[config.mk]
export PLATFORM = sky130hd
export DESIGN_NAME = packet_forwarder
export DESIGN_NICKNAME = d
export VERILOG_FILES = /design/src/rtl/packet_forwarder.sv
export SDC_FILE = /design/constraint.sdc
export NUM_CORES = 1
export LEC_CHECK = 0
export CORE_MARGIN = 2
export CORE_UTILIZATION = 60
export DETAILED_ROUTE_END_ITERATION = 10
export GPL_TIMING_DRIVEN = 0
export HOLD_SLACK_MARGIN = 0.15
export PLACE_DENSITY = 0.85
export SLEW_MARGIN = 25
export SYNTH_ARGS = -nofsm -noshare
export SYNTH_HDL_FRONTEND = slang
export SYNTH_SLANG_ARGS = --single-unit
[constraint.sdc]
create_clock -name clk -period 7.99 [get_ports clk]
set_clock_uncertainty 0.1 [all_clocks]
set_input_delay 1.598 -clock clk [delete_from_list [all_inputs] [get_ports clk]]
set_output_delay 1.598 -clock clk [all_outputs]
set_load 0.01 [all_outputs]
[src/rtl/packet_forwarder.sv]
// Drains one packet from packet memory into an AXI-Stream master port,
// with a small skid FIFO and credit-based read issue.
module packet_forwarder #(
    parameter int ADDR_WIDTH = 10,
    parameter int DATA_WIDTH = 64,
    parameter int FIFO_DEPTH = 4
) (
    input  logic                  clk,
    input  logic                  rst,
    input  logic                  ready_for_forwarder,
    input  logic [ADDR_WIDTH-1:0] len_to_forwarder,
    output logic [ADDR_WIDTH-1:0] forwarder_rd_addr,
    output logic                  forwarder_rd_en,
    input  logic [DATA_WIDTH-1:0] forwarder_rd_data,
    output logic                  forwarder_done,
    output logic [DATA_WIDTH-1:0] m_axis_tdata,
    output logic                  m_axis_tvalid,
    input  logic                  m_axis_tready,
    output logic                  m_axis_tlast
);

    localparam int PW = $clog2(FIFO_DEPTH);
    localparam int CW = PW + 1;

    typedef enum logic [2:0] {IDLE, READ, DRAIN, DONE, GAP} state_t;

    state_t state, state_nxt;

    logic [ADDR_WIDTH:0]   len_r, rd_ptr, out_cnt, len_m1;
    logic                  inflight, push, pop;
    logic [DATA_WIDTH-1:0] mem [FIFO_DEPTH];
    logic [PW-1:0]         wr_idx, rd_idx;
    logic [CW-1:0]         count;
    logic [CW:0]           occ;

    assign len_m1 = len_r - (ADDR_WIDTH+1)'(1);
    // Occupancy includes the word still in flight from packet memory.
    assign occ   = {1'b0, count} + {{CW{1'b0}}, inflight};
    assign push  = inflight;
    assign pop   = m_axis_tvalid & m_axis_tready;

    assign m_axis_tvalid = (count != '0);
    assign m_axis_tdata  = m_axis_tvalid ? mem[rd_idx] : '0;
    assign m_axis_tlast  = m_axis_tvalid & (out_cnt == len_m1);

    assign forwarder_rd_addr =
        forwarder_rd_en ? rd_ptr[ADDR_WIDTH-1:0] : '0;

    always_ff @(posedge clk or posedge rst) begin
        if (rst) state <= IDLE;
        else     state <= state_nxt;
    end

    always_comb begin
        state_nxt = state;
        unique case (state)
            IDLE: begin
                if (ready_for_forwarder)
                    state_nxt = (len_to_forwarder == '0) ? DONE : READ;
            end
            READ: begin
                if (forwarder_rd_en && rd_ptr == len_m1)
                    state_nxt = DRAIN;
            end
            DRAIN: begin
                if (out_cnt == len_r || (pop && m_axis_tlast))
                    state_nxt = DONE;
            end
            DONE:    state_nxt = GAP;
            GAP:     state_nxt = IDLE;
            default: state_nxt = IDLE;
        endcase
    end

    always_comb begin
        forwarder_rd_en = 1'b0;
        forwarder_done  = 1'b0;
        unique case (state)
            READ:    forwarder_rd_en = (occ < (CW+1)'(FIFO_DEPTH));
            DONE:    forwarder_done  = 1'b1;
            default: ;
        endcase
    end

    always_ff @(posedge clk or posedge rst) begin
        if (rst) begin
            len_r    <= '0;
            rd_ptr   <= '0;
            out_cnt  <= '0;
            inflight <= 1'b0;
            wr_idx   <= '0;
            rd_idx   <= '0;
            count    <= '0;
        end else begin
            if (state == IDLE && ready_for_forwarder) begin
                len_r   <= {1'b0, len_to_forwarder};
                rd_ptr  <= '0;
                out_cnt <= '0;
            end else begin
                if (forwarder_rd_en) rd_ptr  <= rd_ptr + (ADDR_WIDTH+1)'(1);
                if (pop)             out_cnt <= out_cnt + (ADDR_WIDTH+1)'(1);
            end
            inflight <= forwarder_rd_en;
            if (push) wr_idx <= wr_idx + PW'(1);
            if (pop)  rd_idx <= rd_idx + PW'(1);
            case ({push, pop})
                2'b10:   count <= count + CW'(1);
                2'b01:   count <= count - CW'(1);
                default: ;
            endcase
        end
    end

    always_ff @(posedge clk) begin
        if (push) mem[wr_idx] <= forwarder_rd_data;
    end

endmodule

[After elaboration in Yosys (flattened, before gate mapping)]
Memories as Yosys holds them, arrays and structs flattened.
Index checks and enable logic that the tools add are counted.
Word-level totals
  bits in writable memories: 256
  memories kept: 1
  logic and storage cells: 58
  bits of input ports: 78
  register bits after elaboration: 43
Memories
  mem: words 4, width 64, rd ports 1, clocked after memory_dff 0, write ports 1, RTL line 31  | logic [DATA_WIDTH-1:0] mem [FIFO_DEPTH];
Operators by class
  eq/ne operators: 11
  mux-type cells: 16
  bitwise gates (word level): 2
  add/subtract/negate cells: 8
  reductions and logical operators: 11
  order comparisons: 1
Operators by type and width (count)
  two-way mux 64 bit: 1
  two-way mux 11 bit: 4
  adder 11 x 1 -> 11 bit (second input constant): 2
  == test 11 bit: 2
  case mux 3 bit (4 select lines): 1
  == test 11 x 10 -> 1 bit: 1
  subtractor 10 x 1 -> 11 bit (second input constant): 1
  logical NOT 10 bit: 1
  two-way mux 10 bit: 1
  two-way mux 3 bit: 3
  == test 3 x 2 -> 1 bit (second input constant): 2
  != test 2 bit (second input constant): 3
  case mux 3 bit (2 select lines): 1
  nonzero test 2 bit: 3
  adder 2 x 1 -> 2 bit (second input constant): 2
  adder 3 x 1 -> 4 bit: 1
  < comparator 4 x 3 -> 1 bit (second input constant): 1
  two-way mux 1 bit: 4
  adder 3 x 1 -> 3 bit (second input constant): 1
  == test 3 x 1 -> 1 bit (second input constant): 1
  logical AND 1 bit: 3
  logical NOT 3 bit: 1
  AND reduction 3 bit: 1
  nonzero test 3 bit: 1
  6 further kinds: 7

[Longest topological paths before layout]
Gate-level depths: netlist of the first run.
  depth after elaboration: 7
  depth in mapped cells: 9
  gate-level depth less buffers: 8

[Least setup slack after synthesis of the first run]
OpenSTA, ideal clock, no wires.
  path kind: register to output
  start: reg len_r[0]
  end: out m_axis_tlast
  stages on the path, launching flop included: 7
  required time: 6.292 ns
  buffers on the path: 0
  setup slack: 4.130 ns
  arrival time: 2.162 ns
  cell sequence: dfrtp_1 -> or4_4 -> or3_1 -> a311o_1 -> nor4_2 -> nand2_1 -> a21oi_1
On the way
  cells in the longest elaborated chain, start to end: 3
Ends and longest elaborated chain
  start, declared: RTL line 29  | logic [ADDR_WIDTH:0] len_r, rd_ptr, out_cnt, len_m1;
  start signal, assigned: RTL line 96  | len_r <= {1'b0, len_to_forwarder};
  subtractor 10 x 1 -> 11 bit: RTL line 36  | assign len_m1 = len_r - (ADDR_WIDTH+1)'(1);
  == test 11 bit: RTL line 44  | assign m_axis_tlast = m_axis_tvalid & (out_cnt == len_m1);
  bitwise AND 1 bit: RTL line 44
  end, declared: RTL line 19  | output logic m_axis_tlast
No other way between the ends.

[Worst setup path in the final report of the first run]
Same ends and word-level chain as after synthesis.

==> results of run 1 <==
## cell usage after synthesis (4+ instances only)
cell type,n
clkbuf_1,28
edfxtp_1,256
a31oi_1,4
a21oi_1,10
xnor2_1,16
nand3_1,8
mux2_2,6
nand2_1,20
nor3_1,5
nor2_1,29
dfrtp_1,43
buf_1,5
ha_1,8
mux4_2,64
and3_1,8
buf_2,8
xor2_1,31
or3_1,6
o21ai_0,12
mux2i_1,4
nand4_1,10
and2_1,80
inv_1,11
## area by class of cell
type / instances / area share [%]
sequential: 299 / 56.8
multi-input combinational: 365 / 22.8
timing repair buffer: 160 / 10.8
clock buffer: 30 / 4.73
tap: 270 / 2.19
clock inverter: 21 / 1.23
buffer: 42 / 1.14
inverter: 11 / 0.268
antenna: 1 / 0.0162
## metrics by stage
stage / hold WS [ns] / instance area, um^2 / instances / power [mW] / util, %
detailed placement: 0.396 / 14500 / 1147 / 4.61 / 71.4
global placement: 0.396 / 14400 / 1142 / 4.54 / 70.8
floorplan: 0.369 / 12500 / 717 / 3.64 / -
CTS: 0.409 / 15400 / 1198 / 5.99 / 75.9
finish: 0.406 / 15400 / 1199 / 5.95 / 75.9
global route: 0.428 / 15400 / 1199 / 6.23 / 75.9
## kinds of logic after synthesis
kind of cell,Yosys count,share of synthesized area [%]
flip-flops,299,70.2
AND/OR/NAND/NOR,189,8.80
multiplexers,74,12.4
buffers and inverters,53,1.73
XOR/XNOR,47,3.30
AO/OA/AOI/OAI,46,2.59
adder cells (fa/ha/maj),9,0.962
## worst max path at each step
stage / end / from / depth (start not counted)
floorplan: m_axis_tlast / len_r[0]$_DFFE_PP0P_ / 6
global placement: m_axis_tlast / len_r[0]$_DFFE_PP0P_ / 7
detailed placement: m_axis_tlast / len_r[0]$_DFFE_PP0P_ / 7
CTS: m_axis_tlast / len_r[0]$_DFFE_PP0P_ / 7
global route: m_axis_tlast / len_r[5]$_DFFE_PP0P_ / 8
finish: m_axis_tlast / len_r[0]$_DFFE_PP0P_ / 7
## power groups by stage
stage / registers, mW / logic, mW / clock network [mW]
6_report: 2.25 / 2.38 / 1.32
5_1_grt: 2.28 / 2.57 / 1.39
4_1_cts: 2.25 / 2.41 / 1.33
3_5_place_dp: 2.26 / 2.36 / 0
3_3_place_gp: 2.27 / 2.27 / 0
2_1_floorplan: 2.23 / 1.41 / 0
## layer usage
| metal | vias to the layer above | wire, um |
|---|---|---|
| met2 | 287 | 14400 |
| met3 | 55 | 1860 |
| met4 | 0 | 791 |
| met1 | 3653 | 10600 |
| met5 | - | 0 |
| li1 | 3144 | - |
## state kept, by name, indices dropped and copies added (netlist names)
register	count
rd_ptr	11
out_cnt	11
state	3
inflight	1
wr_idx	2
len_r	10
rd_idx	2
count	3
mem	256
==> results.sh, run 1 <==
export IMPL_layout_drive_gt1_share_pct=15.3
export IMPL_grt_usage_pct=25.6
export IMPL_max_clock_freq_ghz=0.195
export IMPL_cell_by_cell_trace_of_the_critical_path="or4_4, or3_1, a311o_1, nor4_2, nand2_1, a21oi_1, clkdlybuf4s50_1"
export IMPL_worst_skew_pair_late_latency_ns=0.54
export IMPL_rsz_0062_raised_after_global_routing="no"
export IMPL_synthesis_nets=804
export IMPL_cts_made_buffers=28
export IMPL_post_synth_edffs=256
export IMPL_io_pins=156
export IMPL_cp_max_stage_cell="or4_4"
export IMPL_cts_reportedPaths_clkPinSlew_ns=0.06
export IMPL_path_max_fanout=6
export IMPL_mostFrequentLayoutCell="edfxtp_1"
export IMPL_post_cts_resize_count=0
export IMPL_min_from="count[2]$_DFFE_PP0P_"
export IMPL_reg2regPathDepth=9
export IMPL_gpl_final_weighted_congestion=0.852
export IMPL_power_density_mw_per_mm2=386
export IMPL_yosysWarnings=0
export IMPL_share_clk_of_total_power_pct=22.1
export IMPL_async_flop_share_pct=14.4
export IMPL_run_status="finished, final reports clean"
export IMPL_finalSetupViolations=0
export IMPL_critical_path_startpoint_type="register"
export IMPL_combinationalPowerShare_pct=40.1
export IMPL_design_final_nets=994
export IMPL_clock_tree_from_tritoncts="built"
export IMPL_die_height_um=148
export IMPL_cp_arrival_ns=3.44
export IMPL_count_of_maximum_capacitance_violations=0
export IMPL_r2r_end="state[0]$_DFFE_PP0P_"
export IMPL_drt_initial_drc_count=678
export IMPL_dpl_worst_slack_ns=3.47
export IMPL_antenna_violations_before_repair=1
export IMPL_launch_point_of_the_worst_reg_to_reg_path="len_r[0]$_DFFE_PP0P_"
export IMPL_clockBufferDepth=3
export IMPL_synthDistinctLibCells=54
export IMPL_grt_first_pass_wirelength_um=42400
export IMPL_p_int_mw=4.08
export IMPL_clock_sinks=299
export IMPL_totalNegativeSetupSlack_ns=0
export IMPL_worst_slew_pin_slew_ns=0.914
export IMPL_p_switching_mw=1.87
export IMPL_grtUsageMet2_pct=44.2
export IMPL_viasPerCell=5.95
export IMPL_dieArea_mm2=0.0220
export IMPL_drt_wirelength_per_cell_um=23.0
export IMPL_synth_flop_cell="edfxtp_1"
export IMPL_fin_ws_ns=2.85
export IMPL_critical_path_required_ns=6.29
export IMPL_area_growth_syn_to_layout_pct=23.5
export IMPL_detail_route_drc_violations=0
export IMPL_slew_headroom_pct=39.1
export IMPL_sequentialPowerShare_pct=37.8
export IMPL_hold_viol=0
export IMPL_grt_remaining_overflow=0
export IMPL_hold_class="reg -> reg"
export IMPL_routed_wl_um=27600
export IMPL_switching_share_pct=31.4
export IMPL_vias=7139
export IMPL_yosys_area_top_type="edfxtp_1"
export IMPL_gr_usage_met1_pct=33.6
export IMPL_worstHoldPathCells=1
export IMPL_critPathTopFamily="simple AND/OR/NAND/NOR gates"
export IMPL_dieWidth_um=148
export IMPL_grt_pass1_vias=7365
export IMPL_placed_wire_length_estimate_after_detailed_placement_um=16300
export IMPL_post_synth_cell_area_avg_um2=17.4
export IMPL_syn_instance_count=717
export IMPL_period_share_pct=64.3
export IMPL_reg2reg_slack_ns=5.19
export IMPL_cp_end_kind="primary output"
export IMPL_finalCriticalPeriod_ns=5.14
export IMPL_worst_setup_path_type="reg -> out"
export IMPL_grt_start_max_net_pins=47
export IMPL_timing_max_transition_violations_final=0
export IMPL_detailed_routing_iterations_pass_1=5
export IMPL_vdd_ir_drop_max_mv=0.293
export IMPL_layout_common_cells="edfxtp_1 (256), clkdlybuf4s50_1 (155), and2_1 (76), mux4_2 (64), dfrtp_1 (43)"
export IMPL_hold_path_end="count[2]$_DFFE_PP0P_"
export IMPL_synthTopCellsByArea="edfxtp_1 (62%), mux4_2 (12%), dfrtp_1 (8.6%)"
export IMPL_timing_critical_path_slowest_cell_delay_ns=0.60
export IMPL_fillCellCount=1161
export IMPL_multi_input_area_mm2=0.00351
export IMPL_global_route_layer_with_the_greatest_usage="met2"
export IMPL_floorplan_core_area_mm2=0.0203
export IMPL_synth_area_mm2=0.0125
export IMPL_total_number_of_placement_rows=52
export IMPL_worstPathBufferInverterCount=1
export IMPL_seqCellArea_mm2=0.00876
export IMPL_clk_root_buffer_cell="clkbuf_16"
export IMPL_start_util_pct=61.5
export IMPL_io_buffer_count=155
export IMPL_grt_util_met3_pct=4.29
export IMPL_ctsHoldBuffers=0
export IMPL_ys_ff_latch=299
export IMPL_leakage_nw=5.30
export IMPL_maximum_level_of_the_cts_h_tree=1
export IMPL_post_cts_setup_buffer_count=0
export IMPL_netlist_area_leader_share_pct=61.6
export IMPL_postRouteAntennaNets=0
export IMPL_synth_yosys_seq_area_share_pct=70.2
(Power assumes the default switching activity.)
==> inputs of run 2 (changes only) <==
--- a/config.mk
+++ b/config.mk
@@ -6,11 +6,11 @@
 export NUM_CORES = 1
 export LEC_CHECK = 0
 export CORE_MARGIN = 2
-export CORE_UTILIZATION = 60
+export CORE_UTILIZATION = 50
 export DETAILED_ROUTE_END_ITERATION = 10
 export GPL_TIMING_DRIVEN = 0
 export HOLD_SLACK_MARGIN = 0.15
-export PLACE_DENSITY = 0.85
+export PLACE_DENSITY = 0.76
 export SLEW_MARGIN = 25
 export SYNTH_ARGS = -nofsm -noshare
 export SYNTH_HDL_FRONTEND = slang
==> constraint.sdc (replaced) <==
create_clock -name clk -period 4.45 [get_ports clk]
set_clock_uncertainty 0.1 [all_clocks]
set_input_delay 0.89 -clock clk [delete_from_list [all_inputs] [get_ports clk]]
set_output_delay 0.89 -clock clk [all_outputs]
set_load 0.01 [all_outputs]
==> results.sh, run 2 (synthesized netlist as in run 1, its figures left out) <==
export IMPL_placed_wire_length_estimate_after_detailed_placement_um=16100
export IMPL_drt_wirelength_per_cell_um=19.5
export IMPL_combinationalPowerShare_pct=39.3
export IMPL_total_number_of_placement_rows=57
export IMPL_critPathTopFamily="buffers and inverters"
export IMPL_io_buffer_count=155
export IMPL_fillCellCount=1765
export IMPL_grt_remaining_overflow=0
export IMPL_period_share_pct=92.6
export IMPL_maximum_level_of_the_cts_h_tree=1
export IMPL_count_of_maximum_capacitance_violations=0
export IMPL_finalSetupViolations=0
export IMPL_finalCriticalPeriod_ns=4.12
export IMPL_antenna_violations_before_repair=1
export IMPL_totalNegativeSetupSlack_ns=0
export IMPL_worst_slew_pin_slew_ns=0.881
export IMPL_critical_path_required_ns=3.46
export IMPL_worstSetupPathDepth=5
export IMPL_reg2reg_slack_ns=1.74
export IMPL_cp_end_kind="primary output"
export IMPL_io_pins=156
export IMPL_cp_max_stage_cell="buf_1"
export IMPL_grt_start_max_net_pins=43
export IMPL_detailed_routing_iterations_pass_1=4
export IMPL_routed_wl_um=24500
export IMPL_crit_end="m_axis_tdata[57]"
export IMPL_vdd_ir_drop_max_mv=0.388
export IMPL_hold_viol=0
export IMPL_min_from="count[2]$_DFFE_PP0P_"
export IMPL_switching_share_pct=30.0
export IMPL_clockBufferDepth=3
export IMPL_cts_made_buffers=29
export IMPL_share_clk_of_total_power_pct=23.5
export IMPL_place_inst=1201
export IMPL_clock_sinks=299
export IMPL_worst_setup_path_type="reg -> out"
export IMPL_vias=6798
export IMPL_grt_pass1_vias=7042
export IMPL_hold_class="reg -> reg"
export IMPL_drt_initial_drc_count=541
export IMPL_die_height_um=162
export IMPL_dieWidth_um=162
export IMPL_critical_path_startpoint="rd_idx[0]$_DFFE_PP0P_"
export IMPL_clock_tree_from_tritoncts="built"
export IMPL_mostFrequentLayoutCell="edfxtp_1"
export IMPL_cts_reportedPaths_clkPinSlew_ns=0.06
export IMPL_start_util_pct=51.2
export IMPL_max_flop_register="mem"
export IMPL_design_final_nets=996
export IMPL_ctsHoldBuffers=0
export IMPL_postRouteAntennaNets=0
export IMPL_number_of_cells_in_the_finished_layout_apart_from_fillers=1255
export IMPL_max_clock_freq_ghz=0.243
export IMPL_worstPathBufferInverterCount=3
export IMPL_sequentialPowerShare_pct=37.2
export IMPL_reg2regPathDepth=10
export IMPL_top_regs="mem: 256 flops, out_cnt: 11 flops, rd_ptr: 11 flops"
export IMPL_rsz_0062_raised_after_global_routing="no"
export IMPL_grt_usage_pct=18.6
export IMPL_p_switching_mw=3.22
export IMPL_critical_path_startpoint_type="register"
export IMPL_p_int_mw=7.51
export IMPL_layout_drive_gt1_share_pct=15.2
export IMPL_run_status="finished, final reports clean"
export IMPL_worstHoldPathCells=1
export IMPL_gpl_final_weighted_congestion=0.878
export IMPL_area_growth_syn_to_layout_pct=24.8
export IMPL_cp_arrival_ns=3.13
export IMPL_r2r_end="state[0]$_DFFE_PP0P_"
export IMPL_grt_first_pass_wirelength_um=38100
export IMPL_power_density_mw_per_mm2=688
export IMPL_worst_skew_pair_late_latency_ns=0.53
export IMPL_viasPerCell=5.42
export IMPL_fin_ws_ns=0.331
export IMPL_floorplan_core_area_mm2=0.0244
export IMPL_timing_max_transition_violations_final=0
export IMPL_dpl_worst_slack_ns=0.640
export IMPL_largest_reg_flops=256
export IMPL_detail_route_drc_violations=0
export IMPL_hold_slack_ns=0.417
export IMPL_slew_headroom_pct=41.3
export IMPL_timing_critical_path_slowest_cell_delay_ns=0.64
export IMPL_launch_point_of_the_worst_reg_to_reg_path="len_r[0]$_DFFE_PP0P_"
export IMPL_layout_common_cells="edfxtp_1 (256), clkdlybuf4s50_1 (154), and2_1 (76), mux4_2 (64), dfrtp_1 (43)"
export IMPL_dieArea_mm2=0.0262
export IMPL_clk_root_buffer_cell="clkbuf_16"
export IMPL_cell_by_cell_trace_of_the_critical_path="buf_2, buf_1, mux4_2, and2_1, clkdlybuf4s50_1"
export IMPL_path_max_fanout=10
export IMPL_leakage_nw=5.37
-- run 2: cell types whose count changed in the layout (fill, tap and decap cells not counted), sizes merged --
cell and change:
buf +1, bufinv +3, clkbuf +5, clkdlybuf4s50 -1, clkinv -3, clkinvlp -4
dlymetal6s2s +1
-- run 2: worst min path at each step --
stage                                      end  slack (ns)
after floorplan           count[2]$_DFFE_PP0P_        0.37
after global placement    count[2]$_DFFE_PP0P_        0.39
after detailed placement  count[2]$_DFFE_PP0P_        0.41
after CTS                 count[2]$_DFFE_PP0P_        0.42
after global routing      count[2]$_DFFE_PP0P_        0.44
final                     count[2]$_DFFE_PP0P_        0.42
-- run 2: area by class of cell --
cell class                      count  area, um^2  area share, %
Clock inverter                     17         243           1.56
Timing Repair Buffer              161        1680           10.8
Buffer                             42         175           1.12
Antenna cell                        1        2.50         0.0161
Sequential cell                   299        8760           56.2
Clock buffer                       35         748           4.80
Multi-Input combinational cell    365        3520           22.6
Tap cell                          324         405           2.60
Inverter                           11        41.3          0.265
-- run 2: metal layers --
metal,vias up,track usage (%),share of wire (%)
met1,3422,25.1,42
met2,205,32.5,51
met4,0,3.74,1.1
met3,24,2.96,5.7
met5,-,0,0
li1,3147,-,-
-- run 2: power groups by stage --
stage	registers, mW	clock network (mW)	logic (mW)
final	4.00	2.52	4.21
after global routing	4.05	2.69	4.57
after CTS	4.00	2.57	4.27
after detailed placement	4.05	0	4.25
after global placement	4.08	0	4.12
after floorplan	4.00	0	2.54
-- run 2: worst register-to-register path: stages (launching register included) --
cell       delay, ns
dfrtp_1         0.46
inv_1           0.11
ha_1            0.14
buf_2           0.18
nor4b_4         0.30
buf_4           0.21
and2_1          0.19
xnor2_1         0.08
a211o_1         0.30
a2111o_1        0.40
o2bb2ai_2       0.13
-- run 2: what timing repair did --
action,CTS,global route
resized for setup,0,2
buffers inserted,0,1
endpoints found under the setup margin,0,1
-- run 2: metrics by stage --
| step | area, um^2 | total power [mW] | util, % |
|---|---|---|---|
| 6_report | 15600 | 10.7 | 63.9 |
| 3_5_place_dp | 14600 | 8.30 | 59.7 |
| 2_1_floorplan | 12500 | 6.53 | - |
| 3_3_place_gp | 14400 | 8.20 | 59.2 |
| 4_1_cts | 15600 | 10.8 | 63.8 |
| 5_1_grt | 15600 | 11.3 | 63.9 |
